`src/rtl/load_store_unit_if.sv`:
```
// Load/store unit bus bundle.
// Groups the pipeline request/response handshakes and the data-memory port.
//   Request : req_valid, req_ready, req_we, req_base, req_offset, req_wdata
//   Response: resp_valid, resp_ready, resp_data, resp_err
//   Memory  : mem_addr, mem_wdata, mem_read, mem_write, mem_rdata
// Modports:
//   slave  - the load/store unit itself
//   master - the pipeline plus data memory surrounding the unit
interface load_store_unit_if;
    logic        req_valid;
    logic        req_ready;
    logic        req_we;
    logic [31:0] req_base;
    logic [15:0] req_offset;
    logic [31:0] req_wdata;

    logic        resp_valid;
    logic        resp_ready;
    logic [31:0] resp_data;
    logic        resp_err;

    logic [9:0]  mem_addr;
    logic [31:0] mem_wdata;
    logic        mem_read;
    logic        mem_write;
    logic [31:0] mem_rdata;

    modport slave (
        input  req_valid, req_we, req_base, req_offset, req_wdata,
        output req_ready,
        output resp_valid, resp_data, resp_err,
        input  resp_ready,
        output mem_addr, mem_wdata, mem_read, mem_write,
        input  mem_rdata
    );

    modport master (
        output req_valid, req_we, req_base, req_offset, req_wdata,
        input  req_ready,
        input  resp_valid, resp_data, resp_err,
        output resp_ready,
        input  mem_addr, mem_wdata, mem_read, mem_write,
        output mem_rdata
    );
endinterface

```
`src/rtl/load_store_unit.sv`:
```
// Load/store unit: accepts one load or store at a time, computes the
// effective address base + sext(offset), issues a single memory strobe
// and returns a response held until the consumer takes it.
// Ports:
//   clk    - clock, rising edge
//   rst_n  - asynchronous active-low reset
//   bus    - load_store_unit_if.slave (request, response, memory port)
//   busy   - high whenever the unit is not idle
// Optional feature: define LSU_ADDR_CHECK_EN to flag misaligned or
// out-of-range (beyond 1024 words) addresses as errors with no memory access.
// Latency from acceptance edge to resp_valid: load 3, store 2, error 1.
module load_store_unit (
    input  logic                  clk,
    input  logic                  rst_n,
    load_store_unit_if.slave      bus,
    output logic                  busy
);

    typedef enum logic [1:0] {
        IDLE  = 2'd0,
        ISSUE = 2'd1,
        WAIT  = 2'd2,
        RESP  = 2'd3
    } state_t;

    state_t      state, state_nx;

    logic        we_q;
    logic [9:0]  addr_q;
    logic [31:0] wdata_q;
    logic [31:0] rdata_q;
    logic        err_q;

    logic [31:0] ea;
    logic        addr_err;
    logic        accept;

    always_comb begin
        ea = bus.req_base + {{16{bus.req_offset[15]}}, bus.req_offset};
`ifdef LSU_ADDR_CHECK_EN
        addr_err = (ea[1:0] != 2'b00) || (ea[31:12] != '0);
`else
        addr_err = 1'b0;
`endif
    end

    // State register
    always_ff @(posedge clk or negedge rst_n) begin
        if (!rst_n) begin
            state <= IDLE;
        end else begin
            state <= state_nx;
        end
    end

    // Next state and outputs; all outputs decode from state so reset
    // drives them to their idle values without waiting for a clock edge.
    always_comb begin
        state_nx       = state;
        accept         = 1'b0;
        busy           = 1'b1;
        bus.req_ready  = 1'b0;
        bus.resp_valid = 1'b0;
        bus.resp_data  = '0;
        bus.resp_err   = 1'b0;
        bus.mem_addr   = '0;
        bus.mem_wdata  = '0;
        bus.mem_read   = 1'b0;
        bus.mem_write  = 1'b0;

        case (state)
            IDLE: begin
                busy          = 1'b0;
                bus.req_ready = 1'b1;
                if (bus.req_valid) begin
                    accept   = 1'b1;
                    state_nx = addr_err ? RESP : ISSUE;
                end
            end
            ISSUE: begin
                bus.mem_addr  = addr_q;
                bus.mem_read  = ~we_q;
                bus.mem_write = we_q;
                bus.mem_wdata = we_q ? wdata_q : '0;
                state_nx      = we_q ? RESP : WAIT;
            end
            WAIT: begin
                state_nx = RESP;
            end
            RESP: begin
                bus.resp_valid = 1'b1;
                bus.resp_data  = rdata_q;
                bus.resp_err   = err_q;
                if (bus.resp_ready) begin
                    state_nx = IDLE;
                end
            end
            default: begin
                state_nx = IDLE;
            end
        endcase
    end

    // Transaction registers: loaded only on acceptance, so requests seen
    // while busy leave them untouched. rdata_q is cleared on acceptance so
    // stores and errors respond with zero data.
    always_ff @(posedge clk or negedge rst_n) begin
        if (!rst_n) begin
            we_q    <= 1'b0;
            addr_q  <= '0;
            wdata_q <= '0;
            rdata_q <= '0;
            err_q   <= 1'b0;
        end else if (accept) begin
            we_q    <= bus.req_we;
            addr_q  <= ea[11:2];
            wdata_q <= bus.req_wdata;
            rdata_q <= '0;
            err_q   <= addr_err;
        end else if (state == WAIT) begin
            rdata_q <= bus.mem_rdata;
        end
    end

endmodule

```
`src/flat_wrapper.sv`:
```
// flat-port wrapper written by rule: the top's interface ports become plain ports
module load_store_unit_flat 
  (clk, rst_n, busy, bus_req_valid, bus_req_we, bus_req_base, bus_req_offset, bus_req_wdata, bus_req_ready, bus_resp_valid, bus_resp_data, bus_resp_err, bus_resp_ready, bus_mem_addr, bus_mem_wdata, bus_mem_read, bus_mem_write, bus_mem_rdata);
  load_store_unit_if bus_i ();
  input  logic clk;
  input  logic rst_n;
  output logic busy;
  input wire logic [$bits(bus_i.req_valid)-1:0] bus_req_valid;
  input wire logic [$bits(bus_i.req_we)-1:0] bus_req_we;
  input wire logic [$bits(bus_i.req_base)-1:0] bus_req_base;
  input wire logic [$bits(bus_i.req_offset)-1:0] bus_req_offset;
  input wire logic [$bits(bus_i.req_wdata)-1:0] bus_req_wdata;
  output wire logic [$bits(bus_i.req_ready)-1:0] bus_req_ready;
  output wire logic [$bits(bus_i.resp_valid)-1:0] bus_resp_valid;
  output wire logic [$bits(bus_i.resp_data)-1:0] bus_resp_data;
  output wire logic [$bits(bus_i.resp_err)-1:0] bus_resp_err;
  input wire logic [$bits(bus_i.resp_ready)-1:0] bus_resp_ready;
  output wire logic [$bits(bus_i.mem_addr)-1:0] bus_mem_addr;
  output wire logic [$bits(bus_i.mem_wdata)-1:0] bus_mem_wdata;
  output wire logic [$bits(bus_i.mem_read)-1:0] bus_mem_read;
  output wire logic [$bits(bus_i.mem_write)-1:0] bus_mem_write;
  input wire logic [$bits(bus_i.mem_rdata)-1:0] bus_mem_rdata;
  assign bus_i.req_valid = bus_req_valid;
  assign bus_i.req_we = bus_req_we;
  assign bus_i.req_base = bus_req_base;
  assign bus_i.req_offset = bus_req_offset;
  assign bus_i.req_wdata = bus_req_wdata;
  assign bus_req_ready = bus_i.req_ready;
  assign bus_resp_valid = bus_i.resp_valid;
  assign bus_resp_data = bus_i.resp_data;
  assign bus_resp_err = bus_i.resp_err;
  assign bus_i.resp_ready = bus_resp_ready;
  assign bus_mem_addr = bus_i.mem_addr;
  assign bus_mem_wdata = bus_i.mem_wdata;
  assign bus_mem_read = bus_i.mem_read;
  assign bus_mem_write = bus_i.mem_write;
  assign bus_i.mem_rdata = bus_mem_rdata;
  load_store_unit u_core (.clk(clk), .rst_n(rst_n), .bus(bus_i), .busy(busy));
endmodule
```
`config.mk`:
```
export PLATFORM = sky130hd
export DESIGN_NAME = load_store_unit_flat
export DESIGN_NICKNAME = d
export VERILOG_FILES = /design/src/rtl/load_store_unit_if.sv /design/src/rtl/load_store_unit.sv /design/src/flat_wrapper.sv
export SDC_FILE = /design/constraint.sdc
export NUM_CORES = 1
export LEC_CHECK = 0
export ABC_AREA = 1
export BUFFER_PORTS_ARGS = -buffer_cell sky130_fd_sc_hd__clkbuf_2
export CELL_PAD_IN_SITES_DETAIL_PLACEMENT = 0
export CELL_PAD_IN_SITES_GLOBAL_PLACEMENT = 2
export CORE_AREA = 2 2 131 133
export CTS_CLUSTER_SIZE = 14
export DETAILED_ROUTE_END_ITERATION = 10
export DIE_AREA = 0 0 133 135
export GPL_ROUTABILITY_DRIVEN = 0
export PLACE_DENSITY_LB_ADDON = 0.2
export SYNTH_ARGS = -nofsm -noshare
export SYNTH_HDL_FRONTEND = slang
export SYNTH_SLANG_ARGS = --single-unit
```
`constraint.sdc`:
```
create_clock -name clk -period 2.5 [get_ports clk]
set_input_delay 0.25 -clock clk [delete_from_list [all_inputs] [get_ports clk]]
set_output_delay 0.25 -clock clk [all_outputs]
set_load 0.05 [all_outputs]
```
# Word-level counts from Yosys, hierarchy flattened
# Index checks and enable logic that the tools add are counted.
[totals]
ff_bits = 77
latch_bits = 0
mem_bits_rw = 0
rom_bits = 0
in_bits = 117
memories = 0
[op_classes]
n_addsub = 1
multipliers = 0
div_mod_pow = 0
order_cmp = 0
n_eq_ne = 5
shifts = 0
n_mux = 17
bitwise = 1
reduce_logical = 3
[op_table]
columns = ["op", "count"]
rows = [
  ["32-bit two-way mux", 5],
  ["12-bit adder", 1],
  ["10-bit two-way mux", 1],
  ["1-bit two-way mux", 8],
  ["2-bit case mux with 4 select lines", 1],
  ["2-bit equality test (second input constant)", 2],
  ["2-bit two-way mux", 2],
  ["2-bit inequality test (second input constant)", 2],
  ["2-bit by 1-bit equality test with 1-bit output (second input constant)", 1],
  ["2-bit logical NOT", 1],
  ["2-bit AND reduction", 1],
  ["2-bit nonzero test", 1],
  ["1-bit inverter", 1],
]

# Longest topological paths before layout
# Gate-level depths: netlist of run 1.
[logic_depth]
word_depth = 3
depth_mapped = 10
depth_no_buf = 10

# Least setup slack after synthesis of run 1
# No wires, ideal clock.
[synth_timing]
kind = "register -> register"
start = "reg u_core.state[0]"
end = "reg u_core.state[0]"
setup_ns = 0.083
t_arrival_ns = 1.860
slack_ns = 0.557
stages_incl_launch_ff = 7
cell_sequence = "dfrtp_1 inv_1 ha_1 inv_1 o22ai_1 o21ai_0 o21ai_0"
[synth_via]
elab_chain_cells = 3
[synth_lines]
columns = ["item", "line", "source"]
rows = [
  ["start: declaration", "load_store_unit.sv:26", "state_t state, state_nx;"],
  ["start signal: assignment", "load_store_unit.sv:52", "state <= state_nx;"],
  ["2-bit equality test / 2-bit logical NOT (equally long branches)", "load_store_unit.sv:71", "case (state)"],
  ["2-bit inequality test (no source line)", "--", ""],
  ["2-bit AND reduction (no source line)", "--", ""],
]
# Parallel ways exist; a longest one is shown, timed or not.
# A chain may end at the register's enable or synchronous reset.

# Worst setup path after layout of run 1
[layout_timing]
start = "reg u_core.state[1]"
end = "out bus_mem_wdata[18]"
[layout_via]
elab_chain_cells = 2
[layout_lines]
columns = ["item", "line", "source"]
rows = [
  ["2-bit by 1-bit equality test with 1-bit output", "load_store_unit.sv:71", ""],
  ["32-bit two-way mux", "load_store_unit.sv:71", ""],
  ["end: declaration", "flat_wrapper.sv:19", "output wire logic [$bits(bus_i.mem_wdata)-1:0] bus_mem_wdata;"],
]
# Every way passes these cells.

==> impl_metrics.json, run 1 <==
{
  "worst_pin_slew_ns": 0.530,
  "start_util": 0.257,
  "worstHoldEndpoint": "u_core.rdata_q[18]$_DFFE_PN0P_",
  "num_io_pins": 197,
  "drt_pre_antenna_iters": 4,
  "vias": 3991,
  "ant_nets": 0,
  "grt.overflow.total": 0,
  "numCtsBuffers": 9,
  "cts_tree": "done",
  "die_y_um": 135,
  "finalHoldViolCount": 0,
  "ys_seq_elements": 77,
  "top_layer": "met4",
  "die_w_um": 133,
  "rr_startpoint": "u_core.state[0]$_DFFE_PN0P_",
  "cts_resized": 0,
  "grt_max_degree": 77,
  "worst_hold_path.num_cells": 3,
  "synth_top_area_cell": "dfrtp_1",
  "r2r_cells": 6,
  "clk_pin_slew_ns": 0.06,
  "synthCells": 584,
  "routed-wl-met3_um": 529,
  "synth-warning-count": 0,
  "post_cts_buffers": 0,
  "clk_latency_ns": 0.34,
  "total_power_mw": 7.01,
  "ys_seq_area_frac": 0.457,
  "worstPathArrival_ns": 1.96,
  "vias_per_cell": 4.11,
  "final_cell_count_no_fill": 972,
  "dp.cells": 955,
  "maxCapViolCount": 0,
  "drc_errors": 0,
  "finalWirelength_um": 11700,
  "drt-met1-wl_um": 5340,
  "grt_pass1_vias": 3752,
  "die-area_sq_um": 18000,
  "r2r-end": "u_core.rdata_q[22]$_DFFE_PN0P_",
  "grt_pass1_wl_um": 18700,
  "synth_top_area_frac": 0.457,
  "core.rowCount": 47,
  "track_usage": 0.131,
  "syn2layout_area_growth_pct": 34.3,
  "startpoint": "u_core.state[1]$_DFFE_PN0P_",
  "antenna_found_initial": 0,
  "status": "completed",
  "nets": 878,
  "cts_root_buf": "clkbuf_16",
  "worstPathMaxFanout": 26,
  "post-route-period-util": 0.884,
  "wl_met2_um": 5630,
  "power.density_nw_per_um2": 1240,
  "synth.distinct_cells": 26,
  "io_buffers": 171,
  "clockBufferDepth": 2,
  "crit_type": "reg2out",
  "slew_viol_final": 0,
  "r2r_slack_ns": 0.78,
  "hp-start": "bus_mem_rdata[18]",
  "syn_avg_cell_area_sq_um": 7.22,
  "timing.fmax_ghz": 0.452,
  "diodes": 0,
  "post-dp-hpwl_um": 8700,
  "holdWs_ns": 0.119,
  "ir_drop_v": 0.000465,
  "finalSetupViolCount": 0,
  "tns_ns": 0,
  "rsz0062_at_grt": "false",
  "drtIter0Drc": 154,
  "post-route-min-period_ns": 2.21,
  "core_sq_um": 16400,
  "crit_required_ns": 2.25,
  "leakagePower_nw": 3.41,
  "netlist_area_sq_um": 4220,
  "maxSlewHeadroom": 0.647,
  "routedWlPerCell_um": 12.1,
  "hp-class": "in2reg",
  "drive_gt1_frac": 0.270,
  "skew_ns": 0.00561,
  "cp-end-kind": "output pin",
  "htree_levels": 3,
  "syn-num-nets": 715,
  "start_kind": "flip-flop",
  "cts_sinks": 77,
  "synth.area.top_cells": "dfrtp_1 (46%), nand2_1 (13%), inv_1 (12%), o21ai_0 (5.7%), a21oi_1 (4.6%)"
}
## synthesized netlist by cell type (all sizes together)
| cell | n |
|---|---|
| buf | 15 |
| xnor2 | 4 |
| conb | 1 |
| a21oi | 39 |
| ha | 14 |
| nand3 | 10 |
| o22ai | 1 |
| nand2 | 148 |
| and2 | 1 |
| nor2 | 45 |
| o21ai | 72 |
| nand4 | 3 |
| inv | 138 |
| clkbuf | 13 |
| dfrtp | 77 |
| nand3b | 3 |
## worst max-delay path by stage
stage | endpoint | slack [ns]
3_5_place_dp | bus_mem_wdata[29] | 0.60
4_1_cts | bus_mem_wdata[29] | 0.23
5_1_grt | bus_mem_wdata[29] | 0.13
6_report | bus_mem_wdata[18] | 0.29
2_1_floorplan | u_core.state[0]$_DFFE_PN0P_ | 0.56
3_3_place_gp | bus_mem_wdata[29] | 0.64
## layout by cell type, fill, tap and decap left out, types with 9 or more instances in the layout
cell type / Yosys / final
a21oi_1: 39 / 39
dfrtp_1: 77 / 77
inv_1: 136 / 136
nand2_1: 146 / 146
clkbuf_2: 2 / 168
nand3_1: 9 / 9
nor2_1: 43 / 43
ha_1: 14 / 13
o21ai_1: 22 / 22
clkbuf_16: 0 / 9
o21ai_0: 48 / 48
## kinds of logic after synthesis
logic type / after synthesis / synth area share
AND/OR/NAND/NOR: 210 / 0.199
buffers and inverters: 166 / 0.157
AO/OA/AOI/OAI: 112 / 0.137
flip-flops: 77 / 0.457
adder cells (fa/ha/maj): 14 / 0.0415
XOR/XNOR: 4 / 0.00831
other: 1 / 0.000889
## area by class of cell
cell class / instances / area [sq um]
fill: 1851 / 10700
sequential: 77 / 1930
multi-input combinational: 341 / 1630
timing repair buffer: 180 / 996
inverter: 138 / 520
tap: 220 / 275
clock buffer: 14 / 274
clock inverter: 2 / 38.8
## state kept, by name (all words and copies together), names as in the netlist
signal	cells
u_core.rdata_q	32
u_core.wdata_q	32
u_core.addr_q	10
u_core.state	2
u_core.we_q	1
## stage by stage
stage	util	cell area (sq um)	setup slack [ns]
after floorplan	-	4220	0.557
after global placement	0.325	5340	0.638
after detailed placement	0.325	5340	0.604
after CTS	0.345	5660	0.229
after global routing	0.345	5660	0.133
final	0.345	5660	0.289
## worst max-delay path: stages (launching register included)
cell,delay (ns)
dfrtp_1,0.41
inv_1,0.11
ha_1,0.18
nand2_1,0.20
buf_4,0.30
nor2_1,0.14
clkbuf_2,0.29
## layer usage
layer | vias to the layer above | global-route usage
met5 | - | 0
met4 | 0 | 0.0550
met3 | 14 | 0.0236
met2 | 108 | 0.225
met1 | 1805 | 0.163
li1 | 2064 | -
## repair_timing
item | 4_1_cts | 5_1_grt
endpoints found under the setup margin | 0 | 0
hold endpoints to repair | 77 | 0
hold buffers | 1 | 0
## power by group
group | internal [mW] | leakage, nW | switching, mW
clock | 0.860 | 0.154 | 0.521
combinational | 0.940 | 2.33 | 2.56
sequential | 1.88 | 0.932 | 0.243
Note: power is estimated with default switching activity, not from simulation.
==> inputs of run 2 (changes only) <==
--- a/config.mk
+++ b/config.mk
@@ -15,6 +15,7 @@
 export DIE_AREA = 0 0 133 135
 export GPL_ROUTABILITY_DRIVEN = 0
 export PLACE_DENSITY_LB_ADDON = 0.2
+export RECOVER_POWER = 25
 export SYNTH_ARGS = -nofsm -noshare
 export SYNTH_HDL_FRONTEND = slang
 export SYNTH_SLANG_ARGS = --single-unit
==> constraint.sdc (replaced) <==
create_clock -name clk -period 2.6 [get_ports clk]
set_input_delay 0.26 -clock clk [delete_from_list [all_inputs] [get_ports clk]]
set_output_delay 0.26 -clock clk [all_outputs]
set_load 0.05 [all_outputs]
==> run 2 against run 1 <==
- die area stayed put
- register-to-register slack better by 0.05 ns
- global-route usage is 0.099 points higher
- first-iteration DRC count is 1.3% higher
- final cell count is 0.21% lower
- clock skew is 0.00060 ns lower
- critical endpoint is now bus_mem_wdata[29]
- largest power group unchanged
==> impl_metrics.json, run 2 (synthesis results as in run 1) <==
{
  "crit_required_ns": 2.34,
  "total_power_mw": 6.71,
  "tns_ns": 0,
  "post_cts_buffers": 0,
  "grt_max_degree": 73,
  "final_common_cell": "clkbuf_2",
  "routedWlPerCell_um": 12.0,
  "drt_pre_antenna_iters": 4,
  "diodes": 0,
  "htree_levels": 3,
  "die-area_sq_um": 18000,
  "cts_sinks": 77,
  "layout_common_cells": "clkbuf_2 (169), nand2_1 (146), inv_1 (136)",
  "post-route-period-util": 0.847,
  "post-dp-hpwl_um": 8600,
  "antenna_found_initial": 0,
  "rr_startpoint": "u_core.state[0]$_DFFE_PN0P_",
  "power_frac_comb": 0.493,
  "core_sq_um": 16400,
  "worst_pin_slew_ns": 1.30,
  "cp-end-kind": "output pin",
  "core.rowCount": 47,
  "finalSetupViolCount": 0,
  "seq_power_share": 0.305,
  "p_sw_mw": 3.18,
  "pwr-share-clk": 0.203,
  "cp_slowest_cell": "dfrtp_1",
  "worst_hold_path.num_cells": 3,
  "wl_met2_um": 5640,
  "cts_root_buf": "clkbuf_16",
  "finalHoldViolCount": 0,
  "largest_registers": "u_core.rdata_q x32, u_core.wdata_q x32, u_core.addr_q x10",
  "skew_ns": 0.00501,
  "post-place-ws_ns": 0.707,
  "start_util": 0.257,
  "drive_gt1_frac": 0.267,
  "num_io_pins": 197,
  "syn2layout_area_growth_pct": 33.4,
  "r2r_slack_ns": 0.83,
  "layout_setup_ws_ns": 0.398,
  "numCtsBuffers": 9,
  "slew_viol_final": 0,
  "die_w_um": 133,
  "finalWirelength_um": 11700,
  "hp-class": "in2reg",
  "drt-met1-wl_um": 5310,
  "crit_type": "reg2out",
  "drc_errors": 0,
  "hp-start": "bus_mem_rdata[18]",
  "track_usage": 0.132,
  "vias_per_cell": 4.09,
  "p_sw_frac": 0.475,
  "critPathTopFamily": "buffers and inverters",
  "worstPathArrival_ns": 1.94,
  "ant_nets": 0,
  "die_y_um": 135,
  "worstHoldEndpoint": "u_core.rdata_q[18]$_DFFE_PN0P_",
  "post-route-min-period_ns": 2.20,
  "vias": 3968,
  "routed-wl-met3_um": 529,
  "grt.overflow.total": 0,
  "r2r_cells": 5,
  "cp_cell_sequence": "inv_1 > ha_1 > nand2_1 > buf_4 > nor2_1 > clkbuf_2",
  "r2r-end": "u_core.wdata_q[6]$_DFFE_PN0P_",
  "clockBufferDepth": 2,
  "grt_pass1_vias": 3770,
  "cts_resized": 0,
  "cts_tree": "done",
  "leakagePower_nw": 3.40,
  "status": "completed",
  "p_int_mw": 3.52,
  "power.density_nw_per_um2": 1190,
  "crit_buf_inv": 3,
  "worstPathMaxFanout": 26,
  "ir_drop_v": 0.000373,
  "rsz0062_at_grt": "false",
  "io_buffers": 171,
  "grt_pass1_wl_um": 18800,
  "maxSlewHeadroom": 0.135,
  "start_kind": "flip-flop",
  "drtIter0Drc": 156,
  "cp_slowest_stage_delay_ns": 0.40,
  "nets": 876,
  "clk_latency_ns": 0.33,
  "maxCapViolCount": 0,
  "timing.fmax_ghz": 0.454,
  "top_layer": "met4",
  "clk_pin_slew_ns": 0.06
}
run 2: tightest hold or removal path, cell delays in order:
cell,delay (ns)
clkbuf_2,0.08
inv_1,0.04
a21oi_1,0.05
run 2: final cells by class:
class,count,area (sq um)
fillers,1822,10800
repair buffers,178,953
clock buffers,13,250
flip-flops and latches,77,1930
clock inverters,3,68.8
multi-input cells,341,1630
well taps,220,275
inverters,138,520
run 2: stage by stage:
stage	cells	hold slack, ns	utilization	cell area [sq um]
2_1_floorplan	584	-0.0356	-	4220
6_report	970	0.134	0.343	5630
4_1_cts	970	0.116	0.343	5630
3_3_place_gp	953	0.348	0.323	5300
3_5_place_dp	953	0.354	0.323	5300
5_1_grt	970	0.126	0.343	5630
run 2: worst max path at each step:
stage	start	to	slack (ns)	cells after the start
CTS	u_core.state[1]$_DFFE_PN0P_	bus_mem_wdata[29]	0.33	6
global placement	u_core.state[1]$_DFFE_PN0P_	bus_mem_wdata[29]	0.75	6
finish	u_core.state[1]$_DFFE_PN0P_	bus_mem_wdata[29]	0.40	6
global route	u_core.state[1]$_DFFE_PN0P_	bus_mem_wdata[10]	0.22	6
floorplan	u_core.state[0]$_DFFE_PN0P_	u_core.state[0]$_DFFE_PN0P_	0.66	6
detailed placement	u_core.state[1]$_DFFE_PN0P_	bus_mem_wdata[29]	0.71	6
run 2: what timing repair did:
| item | 4_1_cts | 5_1_grt |
|---|---|---|
| setup endpoints to repair | 0 | 0 |
| hold buffers | 1 | 0 |
| hold endpoints to repair | 47 | 0 |
run 2: power groups by stage:
stage	combinational [mW]	clock (mW)	sequential [mW]
floorplan	2.60	0	2.00
global placement	3.32	0	2.04
global route	3.68	1.46	2.11
detailed placement	3.36	0	2.06
finish	3.30	1.36	2.04
CTS	3.38	1.41	2.04
run 2: per-layer routing:
layer | vias up | GRT usage
li1 | 2064 | -
met1 | 1784 | 0.170
met2 | 108 | 0.222
met3 | 12 | 0.0199
met4 | 0 | 0.0550
met5 | - | 0
